### src/rtl/uart_rx_fifo.sv
// Receive byte buffer behind the UART receiver: rising-edge capture of data_ready into a FWFT FIFO.
// Optional sticky overrun flag enabled by defining UART_RX_FIFO_OVERRUN_EN.
module uart_rx_fifo #(
  parameter int DEPTH  = 16,
  parameter int ADDR_W = 4
) (
  input  logic              clk,
  input  logic              reset,
  input  logic [7:0]        rx_data,
  input  logic              rx_valid,
  input  logic              rd_en,
  output logic [7:0]        rd_data,
  output logic              empty,
  output logic              full,
  output logic [ADDR_W:0]   count,
  output logic              overrun,
  input  logic              clr_overrun
);

  logic [7:0]        mem [DEPTH];
  logic [ADDR_W-1:0] wr_ptr;
  logic [ADDR_W-1:0] rd_ptr;
  logic [ADDR_W:0]   count_q;
  logic              rx_valid_d;
  logic              wr;
  logic              wr_fire;
  logic              rd_fire;
  logic              drop;

  // Handshake: rd_data/empty form the head "valid" (valid = ~empty); rd_en acts as
  // ready and a byte transfers on any rising clk edge where rd_en & ~empty.
  assign wr      = rx_valid & ~rx_valid_d;
  assign rd_fire = rd_en & ~empty;
  assign wr_fire = wr & (~full | rd_fire);
  assign drop    = wr & full & ~rd_fire;

  assign count   = count_q;
  assign empty   = (count_q == '0);
  assign full    = (count_q == (ADDR_W+1)'(DEPTH));
  assign rd_data = mem[rd_ptr];

  always_ff @(posedge clk or posedge reset) begin
    if (reset) begin
      rx_valid_d <= 1'b0;
      wr_ptr     <= '0;
      rd_ptr     <= '0;
      count_q    <= '0;
      for (int i = 0; i < DEPTH; i++) mem[i] <= '0;
    end else begin
      rx_valid_d <= rx_valid;
      if (wr_fire) begin
        mem[wr_ptr] <= rx_data;
        wr_ptr      <= wr_ptr + ADDR_W'(1);
      end
      if (rd_fire) rd_ptr <= rd_ptr + ADDR_W'(1);
      case ({wr_fire, rd_fire})
        2'b10:   count_q <= count_q + (ADDR_W+1)'(1);
        2'b01:   count_q <= count_q - (ADDR_W+1)'(1);
        default: count_q <= count_q;
      endcase
    end
  end

`ifdef UART_RX_FIFO_OVERRUN_EN
  logic overrun_q;

  // A drop in the same cycle as a clear keeps the flag set.
  always_ff @(posedge clk or posedge reset) begin
    if (reset)            overrun_q <= 1'b0;
    else if (drop)        overrun_q <= 1'b1;
    else if (clr_overrun) overrun_q <= 1'b0;
  end

  assign overrun = overrun_q;
`else
  logic unused_ovr;

  assign overrun    = 1'b0;
  assign unused_ovr = clr_overrun | drop;
`endif

endmodule

### config.mk
export PLATFORM = sky130hd
export DESIGN_NAME = uart_rx_fifo
export DESIGN_NICKNAME = d
export VERILOG_FILES = /design/src/rtl/uart_rx_fifo.sv
export SDC_FILE = /design/constraint.sdc
export NUM_CORES = 1
export LEC_CHECK = 0
export ABC_AREA = 0
export CAP_MARGIN = 5
export CORE_AREA = 3 3 133 135
export DETAILED_ROUTE_END_ITERATION = 12
export DIE_AREA = 0 0 136 138
export HOLD_SLACK_MARGIN = 0.12
export PLACE_DENSITY = 0.61
export SYNTH_ARGS = -nofsm -noshare
export SYNTH_HDL_FRONTEND = slang
export SYNTH_SLANG_ARGS = --single-unit
### constraint.sdc
create_clock -name clk -period 6 [get_ports clk]
set_clock_uncertainty 0.1 [all_clocks]
set_input_delay 1.2 -clock clk [delete_from_list [all_inputs] [get_ports clk]]
set_output_delay 1.2 -clock clk [all_outputs]
set_load 0.005 [all_outputs]
Yosys cells after proc, flatten, opt, wreduce, memory -nomap -nowiden
Cells that the tools add are included.

Equality and inequality tests: 3. Bitwise logic cells: 9. Magnitude comparators: 3. Reductions and logical operators: 3. Add/sub/neg operators: 4. Mux-type cells: 7.

Operator list (number): bitwise mux 128 bit (1); binary-select mux 8 bit (select 4 bit) (1); demux 8 bit (select 4 bit) (1); 2-to-1 mux 8 bit (3); greater-or-equal comparator 5 bit, second input constant (2); inverter 4 -> 5 bit (2); case mux 5 bit (2 select lines) (1); adder 4 x 1 -> 4 bit, second input constant (2); adder 5 x 1 -> 5 bit, second input constant (1); == test 5 bit, second input constant (1); logical NOT 5 bit (1); < comparator 5 x 1 -> 1 bit, second input constant (1); subtractor 5 x 1 -> 5 bit, second input constant (1); bitwise AND 1 bit (3); inverter 1 bit (3); == test 2 x 1 -> 1 bit, second input constant (1); == test 2 bit, second input constant (1); nonzero test 2 bit (1); logical AND 1 bit (1); OR 1 bit (1).

Register bits: 142. Bits of input ports: 13. Output and inout bits: 16.

Longest topological paths before layout
Gate-level depths: netlist of the first run.

Depth after elaboration: 7. Gate-level depth with buffers: 11. Depth with buffers taken out: 10.

Worst setup path after synthesis of the first run
No wires, ideal clock.

Path kind: in2reg. From: input rd_en. To: register count_q[4], in the netlist count[4]. Stages: 9. Data arrival time: 3.015 ns. Setup time: 0.116 ns. Path slack: 2.769 ns. Required time: 5.784 ns. Cell sequence: nand3b_1 > buf_2 > and2_1 > inv_1 > ha_1 > fa_1 > a21oi_1 > o21ai_0 > o311ai_0.

Longest elaborated chain between the ends: 5.

RTL lines: start: declaration (RTL line 11) `input logic rd_en,`; bitwise AND 1 bit (*) (RTL line 33) `assign rd_fire = rd_en & ~empty;`; OR 1 bit (RTL line 34) `assign wr_fire = wr & (~full | rd_fire);`; bitwise AND 1 bit (RTL line 34); == test 2 x 1 -> 1 bit / == test 2 bit (equally long branches) (RTL line 56) `case ({wr_fire, rd_fire})`; case mux 5 bit (2 select lines) / nonzero test 2 bit (equally long branches); end signal: assignment (RTL line 57) `2'b10: count_q <= count_q + (ADDR_W+1)'(1);`; end signal: assignment (RTL line 58) `2'b01: count_q <= count_q - (ADDR_W+1)'(1);`; end signal: assignment (RTL line 59) `default: count_q <= count_q;`; end: declaration (RTL line 23) `logic [ADDR_W:0] count_q;`.

Every way passes the cells marked *; elsewhere a longest branch is shown, timed or not. A chain may end at the register's enable or synchronous reset.

Worst setup path after layout of the first run
From: register rd_ptr[0]. To: output rd_data[5].

Longest elaborated chain between the ends: 4.

RTL lines: start: declaration (RTL line 22) `logic [ADDR_W-1:0] rd_ptr;`; start signal: assignment (RTL line 55) `if (rd_fire) rd_ptr <= rd_ptr + ADDR_W'(1);`; inverter 4 -> 5 bit (implied by the code) (RTL line 40) `assign rd_data = mem[rd_ptr];`; binary-select mux 8 bit (select 4 bit) (RTL line 40); 2-to-1 mux 8 bit (implied by the code) (2 in a row) (RTL line 40); end: declaration (RTL line 12) `output logic [7:0] rd_data,`.

No other way between the ends. The select of a mux whose other input is x is not followed.

==> flow_metrics.env, run 1 <==
export IMPL_cts_buffers_inserted=17
export IMPL_netlist_instances=436
export IMPL_cap_viol_max_count=0
export IMPL_max_slew_margin_pct=42.4
export IMPL_synth_main_ff_cell="dfrtp_1"
export IMPL_hold_buffers=0
export IMPL_vias=3726
export IMPL_crit_fanout=23
export IMPL_multi_input_area_um2=2970
export IMPL_setup_tns_final_ns=0
export IMPL_rsz0062_at_grt="no"
export IMPL_final_cell_mix="dfrtp_1, mux2_2, mux4_2"
export IMPL_start_util_pct=40.1
export IMPL_clock_latency_ns=0.41
export IMPL_dieArea_um2=18800
export IMPL_nets=483
export IMPL_hpwl_um=8820
export IMPL_drive_above_1_share_pct=44.9
export IMPL_fin_crit_ns=4.48
export IMPL_max_freq_ghz=0.223
export IMPL_dieWidth_um=136
export IMPL_layout_commonest_cell="dfrtp_1"
export IMPL_fillCellCount=1472
export IMPL_ant_nets=0
export IMPL_gp_congestion=0.729
export IMPL_crit_required_ns=4.70
export IMPL_wl_um=13400
export IMPL_p_per_area_nw_per_um2=526
export IMPL_yosysWarnings=0
export IMPL_cts_num_sinks=142
export IMPL_dp_slack_ns=1.90
export IMPL_path_cells="buf_4, mux4_2, a22oi_1, nand2_1, clkdlybuf4s50_1"
export IMPL_final_setup_worst_slack_ns=1.52
export IMPL_synth_edf_count=0
export IMPL_drt_iter0_markers=225
export IMPL_cpPeakStageDelay_ns=0.89
export IMPL_grt_pass1_vias=3896
export IMPL_grt_pass1_wl_um=21800
export IMPL_grt_max_degree=96
export IMPL_clockBufferDepth=2
export IMPL_antenna_found_initial=0
export IMPL_end_kind="output pin"
export IMPL_whs_path_depth=1
export IMPL_cts_setup_buffers=0
export IMPL_syn_to_final_growth_pct=15.2
export IMPL_cts_repair_resized=0
export IMPL_postSynthAreaPerCell_um2=15.3
export IMPL_fp_dieH_um=138
export IMPL_synth_area_um2=6650
export IMPL_tightest_slew_ns=0.864
export IMPL_p_leak_nw=3.36
export IMPL_drv_slew=0
export IMPL_cts_tree="yes"
export IMPL_synth_seq_cells=142
export IMPL_seq_area_frac_synth_pct=53.4
export IMPL_arrival_ns=3.18
export IMPL_fp_coreArea_um2=16600
export IMPL_num_rows=47
export IMPL_drc_errors=0
export IMPL_io_pins=29
export IMPL_ir_drop_mv=0.215
export IMPL_grt_ovfl_total=0
export IMPL_wl_per_cell_um=19.3
export IMPL_hold_viol=0
export IMPL_viasPerCell=5.38
export IMPL_hp_class="flop to flop"
export IMPL_seqCellArea_um2=3550
export IMPL_portBuffers=26
export IMPL_track_usage_pct=15.0
export IMPL_critical_path_class="flop to output pin"
export IMPL_h_tree_depth=4
export IMPL_antenna_cells=0
export IMPL_synthesis_nets=459
export IMPL_first_pass_iters=4
export IMPL_r2r_cells=10
export IMPL_crit_slowest_cell="dfrtp_2"
export IMPL_critPathLaunchType="flop"
export IMPL_fin_crit_sh_pct=74.6
export IMPL_clkTransAtPathRegs_ns=0.05
export IMPL_setup_viol=0
export IMPL_async_flop_share_pct=100
export IMPL_status="complete, no violations"
export IMPL_synth_distinct_cells=40
export IMPL_root_buffer="clkbuf_16"
[cell usage after synthesis, types with 3 or more instances]
| cell type | count | area [µm²] |
|---|---|---|
| inv_1 | 6 | 22.5 |
| xnor2_1 | 7 | 61.3 |
| buf_2 | 6 | 30.0 |
| nand3_1 | 3 | 15.0 |
| and2_1 | 3 | 18.8 |
| clkbuf_1 | 13 | 48.8 |
| ha_1 | 9 | 113 |
| o21ai_0 | 5 | 25.0 |
| buf_1 | 4 | 15.0 |
| nand2_1 | 12 | 45.0 |
| nand3_2 | 16 | 160 |
| a22oi_1 | 16 | 120 |
| mux2_2 | 128 | 1440 |
| mux4_2 | 32 | 721 |
| dfrtp_1 | 142 | 3550 |
[state kept, by name, indices dropped and copies added, names as in the netlist]
register    flops
mem           128
count           5
rd_ptr          4
wr_ptr          4
rx_valid_d      1
[kinds of logic after synthesis]
logic type               share of synthesized area [%]
AO/OA/AOI/OAI                                     2.69
XOR/XNOR                                          1.19
flip-flops                                        53.4
AND/OR/NAND/NOR                                   5.85
other                                           0.0564
adder cells (fa/ha/maj)                           1.99
multiplexers                                      32.9
buffers and inverters                             1.94
[cell type report]
| type | count | area share (%) |
|---|---|---|
| sequential | 142 | 46.4 |
| clock inverter | 7 | 0.817 |
| inverter | 6 | 0.359 |
| timing repair buffer | 30 | 3.79 |
| tap | 220 | 3.59 |
| multi-input combinational | 263 | 38.7 |
| clock buffer | 24 | 6.29 |
[layer usage]
metal / share of wire (%) / GRT usage (%) / up-vias
met2: 48 / 23.4 / 55
met4: 1.5 / 5.41 / 0
li1: - / - / 1679
met5: 0 / 0 / -
met3: 2.8 / 3.34 / 16
met1: 47 / 20.8 / 1976
[power breakdown]
part	leakage, nW	internal [W]	switching [W]
sequential	1.81	0.00137	0.000267
clock	0.270	0.000597	0.000378
combinational	1.28	0.000863	0.000558
[worst paths after layout]
| check | startpoint | to | slack (ns) |
|---|---|---|---|
| max | rd_ptr[0]$_DFFE_PP0P_ | rd_data[5] | 1.52 |
| max in group asynchronous | reset | mem[109]$_DFFE_PP0P_ | 3.44 |
| max reg2reg | count[0]$_DFFE_PP0P_ | count[4]$_DFFE_PP0P_ | 2.88 |
| min reg2reg | mem[121]$_DFFE_PP0P_ | mem[121]$_DFFE_PP0P_ | 0.39 |
| min | mem[121]$_DFFE_PP0P_ | mem[121]$_DFFE_PP0P_ | 0.39 |
| min in group asynchronous | reset | mem[25]$_DFFE_PP0P_ | 1.21 |
[worst max-delay path: cells and delay by family, from the launching register on]
| kind | cells | cell delay, ns |
|---|---|---|
| DFF | 1 | 0.89 |
| buffers and inverters | 2 | 0.88 |
| muxes | 1 | 0.55 |
| and+or+nand+nor | 1 | 0.10 |
| AOI/OAI and AO/OA | 1 | 0.32 |
[per-stage QoR]
stage / utilization, % / hold slack [ns] / std cells / area, µm² / power [W]
3_5_place_dp: 42.9 / 0.385 / 661 / 7120 / 0.00309
4_1_cts: 46.2 / 0.397 / 692 / 7660 / 0.00408
6_report: 46.2 / 0.393 / 692 / 7660 / 0.00403
3_3_place_gp: 42.9 / 0.370 / 661 / 7120 / 0.00301
2_1_floorplan: - / 0.359 / 436 / 6650 / 0.00262
5_1_grt: 46.2 / 0.410 / 692 / 7660 / 0.00428
(Power assumes the default switching activity.)
==> run 2: changes to the inputs <==
- PLACE_DENSITY: 0.61 -> 0.63
- clock period: 6 -> 4.1 ns (I/O delays scaled with it)
==> flow_metrics.env, run 2 (synthesized netlist as in run 1, its figures left out) <==
export IMPL_status="complete, no violations"
export IMPL_dp_slack_ns=0.583
export IMPL_antenna_found_initial=0
export IMPL_portBuffers=26
export IMPL_ir_drop_mv=0.346
export IMPL_drt_iter0_markers=183
export IMPL_drive_above_1_share_pct=46.1
export IMPL_grt_pass1_wl_um=22100
export IMPL_grt_use_met3_pct=3.42
export IMPL_cts_setup_buffers=0
export IMPL_root_buffer="clkbuf_16"
export IMPL_antenna_cells=0
export IMPL_crit_required_ns=3.18
export IMPL_wl_per_cell_um=19.2
export IMPL_hold_buffers=0
export IMPL_clkTransAtPathRegs_ns=0.06
export IMPL_vias=3731
export IMPL_h_tree_depth=4
export IMPL_setup_viol=0
export IMPL_dieWidth_um=136
export IMPL_rsz0062_at_grt="no"
export IMPL_cts_tree="yes"
export IMPL_grt_busiest_layer="met2"
export IMPL_clock_latency_ns=0.42
export IMPL_max_freq_ghz=0.286
export IMPL_grt_max_degree=117
export IMPL_grt_pass1_vias=3951
export IMPL_grt_use_met2_pct=24.3
export IMPL_track_usage_pct=15.4
export IMPL_start_util_pct=40.1
export IMPL_largest_reg_flops=128
export IMPL_end_kind="output pin"
export IMPL_fin_crit_sh_pct=85.3
export IMPL_first_pass_iters=4
export IMPL_setup_tns_final_ns=0
export IMPL_grt_ovfl_total=0
export IMPL_fin_crit_ns=3.50
export IMPL_viasPerCell=5.37
export IMPL_nets=485
export IMPL_layout_commonest_cell="dfrtp_1"
export IMPL_p_per_area_nw_per_um2=783
export IMPL_hold_viol=0
export IMPL_drv_slew=0
export IMPL_met1_usage_pct=20.8
export IMPL_drc_errors=0
export IMPL_crit_fanout=18
export IMPL_hp_class="flop to flop"
export IMPL_cts_buffers_inserted=17
export IMPL_p_leak_nw=3.38
export IMPL_dieArea_um2=18800
export IMPL_arrival_ns=2.58
export IMPL_fp_coreArea_um2=16600
export IMPL_syn_to_final_growth_pct=16.7
export IMPL_final_setup_worst_slack_ns=0.603
export IMPL_critPathLaunchType="flop"
export IMPL_io_pins=29
export IMPL_max_slew_margin_pct=46.2
export IMPL_ant_nets=0
export IMPL_fillCellCount=1484
export IMPL_cts_num_sinks=142
export IMPL_gp_congestion=0.815
export IMPL_final_cell_mix="dfrtp_1, mux2_2, mux4_2"
export IMPL_wl_um=13400
export IMPL_tightest_slew_ns=0.806
export IMPL_largest_register="mem"
export IMPL_critical_path_class="flop to output pin"
export IMPL_fin_total_pwr_w=0.00607
export IMPL_clockBufferDepth=2
export IMPL_cts_repair_resized=0
export IMPL_num_rows=47
export IMPL_fp_dieH_um=138
export IMPL_hpwl_um=8840
export IMPL_cap_viol_max_count=0
[run 2: changes by cell type in the layout (fill, tap and decap cells not counted), sizes merged]
cell / previous run / this run
buf: 4 / 6
bufinv: 1 / 3
clkbuf: 24 / 19
clkinv: 5 / 4
clkinvlp: 1 / 6
[run 2: per-stage QoR]
step,cells,util [%],instance area (µm²),hold slack (ns)
6_report,695,46.8,7760,0.399
5_1_grt,695,46.8,7760,0.413
4_1_cts,695,46.8,7760,0.402
3_5_place_dp,663,43.1,7140,0.388
3_3_place_gp,663,43.1,7140,0.372
2_1_floorplan,436,-,6650,0.359
[run 2: worst max-delay path, cell delays in order (launching register included)]
cell and delay, ns:
dfrtp_2 0.35, buf_4 0.34, mux4_2 0.57, a22oi_1 0.28, nand2_1 0.13, clkdlybuf4s50_1 0.47
[run 2: report_power, final]
part           total, W  internal [W]  switching [W]
clock network   0.00159      0.000989       0.000599
registers       0.00233       0.00200       0.000328
logic           0.00216       0.00127       0.000884
[run 2: cell type report]
cell class / instances / area (µm²) / share of cell area, %
multi-input combinational: 263 / 2970 / 38.3
clock buffer: 19 / 453 / 5.84
timing repair buffer: 32 / 318 / 4.10
inverter: 6 / 26.3 / 0.339
sequential: 142 / 3550 / 45.8
clock inverter: 13 / 164 / 2.11
tap: 220 / 275 / 3.55
[run 2: worst paths after layout]
kind / to / cells after the start / startpoint / slack (ns)
max: rd_data[0] / 5 / rd_ptr[0]$_DFFE_PP0P_ / 0.60
min: mem[65]$_DFFE_PP0P_ / 1 / mem[65]$_DFFE_PP0P_ / 0.40
max reg2reg: count[4]$_DFFE_PP0P_ / 7 / count[0]$_DFFE_PP0P_ / 1.05
min reg2reg: mem[65]$_DFFE_PP0P_ / 1 / mem[65]$_DFFE_PP0P_ / 0.40
max in group asynchronous: mem[25]$_DFFE_PP0P_ / 3 / reset / 2.18
min in group asynchronous: wr_ptr[0]$_DFFE_PP0P_ / 2 / reset / 0.73
[run 2: layer usage]
| metal | share of wire [%] | wire length [µm] | vias to the layer above |
|---|---|---|---|
| li1 | - | - | 1695 |
| met3 | 2.1 | 284 | 19 |
| met1 | 46 | 6130 | 1981 |
| met5 | 0 | 0 | - |
| met2 | 50 | 6690 | 36 |
| met4 | 1.8 | 238 | 0 |
==> run 3: changes to the inputs <==
- CORE_AREA: 3 3 133 135 -> 3 3 122 124
- DIE_AREA: 0 0 136 138 -> 0 0 125 127
- PLACE_DENSITY: 0.63 -> 0.72
==> flow_metrics.env, run 3 (synthesized netlist as in run 1, its figures left out) <==
export IMPL_gp_congestion=0.733
export IMPL_wl_per_cell_um=19.8
export IMPL_p_leak_nw=3.39
export IMPL_path_buf_inv=2
export IMPL_crit_required_ns=3.18
export IMPL_dieWidth_um=125
export IMPL_p_per_area_nw_per_um2=789
export IMPL_seqCellArea_um2=3550
export IMPL_syn_to_final_growth_pct=15.9
export IMPL_drv_slew=0
export IMPL_first_pass_iters=4
export IMPL_drt_iter0_markers=209
export IMPL_final_cell_mix="dfrtp_1, mux2_2, mux4_2"
export IMPL_cts_buffers_inserted=17
export IMPL_grt_ovfl_total=0
export IMPL_clkTransAtPathRegs_ns=0.05
export IMPL_hp_class="flop to flop"
export IMPL_critical_path_class="flop to output pin"
export IMPL_h_tree_depth=4
export IMPL_portBuffers=26
export IMPL_cpPeakStageDelay_ns=0.56
export IMPL_wl_um=12900
export IMPL_fp_dieH_um=127
export IMPL_num_rows=43
export IMPL_cap_viol_max_count=0
export IMPL_cts_tree="yes"
export IMPL_path_cells="buf_4, mux4_2, a22oi_1, nand2_1, clkdlybuf4s50_1"
export IMPL_multi_input_area_um2=2970
export IMPL_antenna_found_initial=0
export IMPL_fin_crit_sh_pct=85.8
export IMPL_root_buffer="clkbuf_16"
export IMPL_setup_viol=0
export IMPL_largest_register="mem"
export IMPL_hold_buffers=0
export IMPL_antenna_cells=0
export IMPL_crit_fanout=10
export IMPL_largest_reg_flops=128
export IMPL_grt_max_degree=143
export IMPL_nets=484
export IMPL_fillCellCount=1092
export IMPL_cts_setup_buffers=0
export IMPL_vias=3704
export IMPL_track_usage_pct=17.3
export IMPL_ant_nets=0
export IMPL_fin_total_pwr_w=0.00608
export IMPL_arrival_ns=2.60
export IMPL_clockBufferDepth=2
export IMPL_tightest_slew_ns=0.770
export IMPL_hpwl_um=8340
export IMPL_status="complete, no violations"
export IMPL_final_setup_worst_slack_ns=0.583
export IMPL_setup_tns_final_ns=0
export IMPL_grt_pass1_vias=3960
export IMPL_io_pins=29
export IMPL_max_freq_ghz=0.284
export IMPL_cts_num_sinks=142
export IMPL_clock_latency_ns=0.42
export IMPL_drc_errors=0
export IMPL_viasPerCell=5.67
export IMPL_dieArea_um2=15900
export IMPL_max_slew_margin_pct=48.6
export IMPL_utilization_pct=55.5
export IMPL_critPathLaunchType="flop"
export IMPL_start_util_pct=47.9
export IMPL_crit_slowest_cell="mux4_2"
export IMPL_end_kind="output pin"
export IMPL_rsz0062_at_grt="no"
export IMPL_ir_drop_mv=0.351
export IMPL_hold_viol=0
export IMPL_fin_crit_ns=3.52
export IMPL_grt_pass1_wl_um=21400
export IMPL_dp_slack_ns=0.605
export IMPL_layout_commonest_cell="dfrtp_1"
export IMPL_cts_repair_resized=0
export IMPL_drive_above_1_share_pct=45.5
export IMPL_fp_coreArea_um2=13900
export IMPL_crit_family="buffers and inverters"
## run 3: final cells by class
type / count / share of cell area, %
clock inverter: 11 / 2.16
inverter: 6 / 0.341
clock buffer: 20 / 5.79
sequential: 142 / 46.1
tap: 180 / 2.92
timing repair buffer: 31 / 4.19
multi-input combinational: 263 / 38.5
## run 3: final timing paths
kind	end	cells after the start	startpoint	slack [ns]
worst max-delay path	rd_data[7]	5	rd_ptr[0]$_DFFE_PP0P_	0.58
worst min register to register	mem[121]$_DFFE_PP0P_	1	mem[121]$_DFFE_PP0P_	0.40
worst min-delay path	mem[121]$_DFFE_PP0P_	1	mem[121]$_DFFE_PP0P_	0.40
min in group asynchronous	mem[6]$_DFFE_PP0P_	3	reset	0.89
max in group asynchronous	rd_ptr[0]$_DFFE_PP0P_	3	reset	2.42
worst max register to register	count[4]$_DFFE_PP0P_	7	count[0]$_DFFE_PP0P_	1.16
## run 3: per-stage QoR
| step | std cells | hold slack (ns) | area [µm²] |
|---|---|---|---|
| 2_1_floorplan | 436 | 0.359 | 6650 |
| 3_3_place_gp | 622 | 0.370 | 7100 |
| 3_5_place_dp | 622 | 0.386 | 7100 |
| 4_1_cts | 653 | 0.398 | 7710 |
| 5_1_grt | 653 | 0.408 | 7710 |
| 6_report | 653 | 0.395 | 7710 |
## run 3: metal layers
metal  wire (µm)  track usage (%)
met2        6390             28.2
met1        6030             23.5
met5           0                0
met4         265             6.38
met3         243             3.22
## run 3: power breakdown
part | switching [W] | total (W) | internal [W]
combinational | 0.000867 | 0.00215 | 0.00128
sequential | 0.000348 | 0.00235 | 0.00200
clock | 0.000559 | 0.00159 | 0.00103
total | 0.00177 | 0.00608 | 0.00431
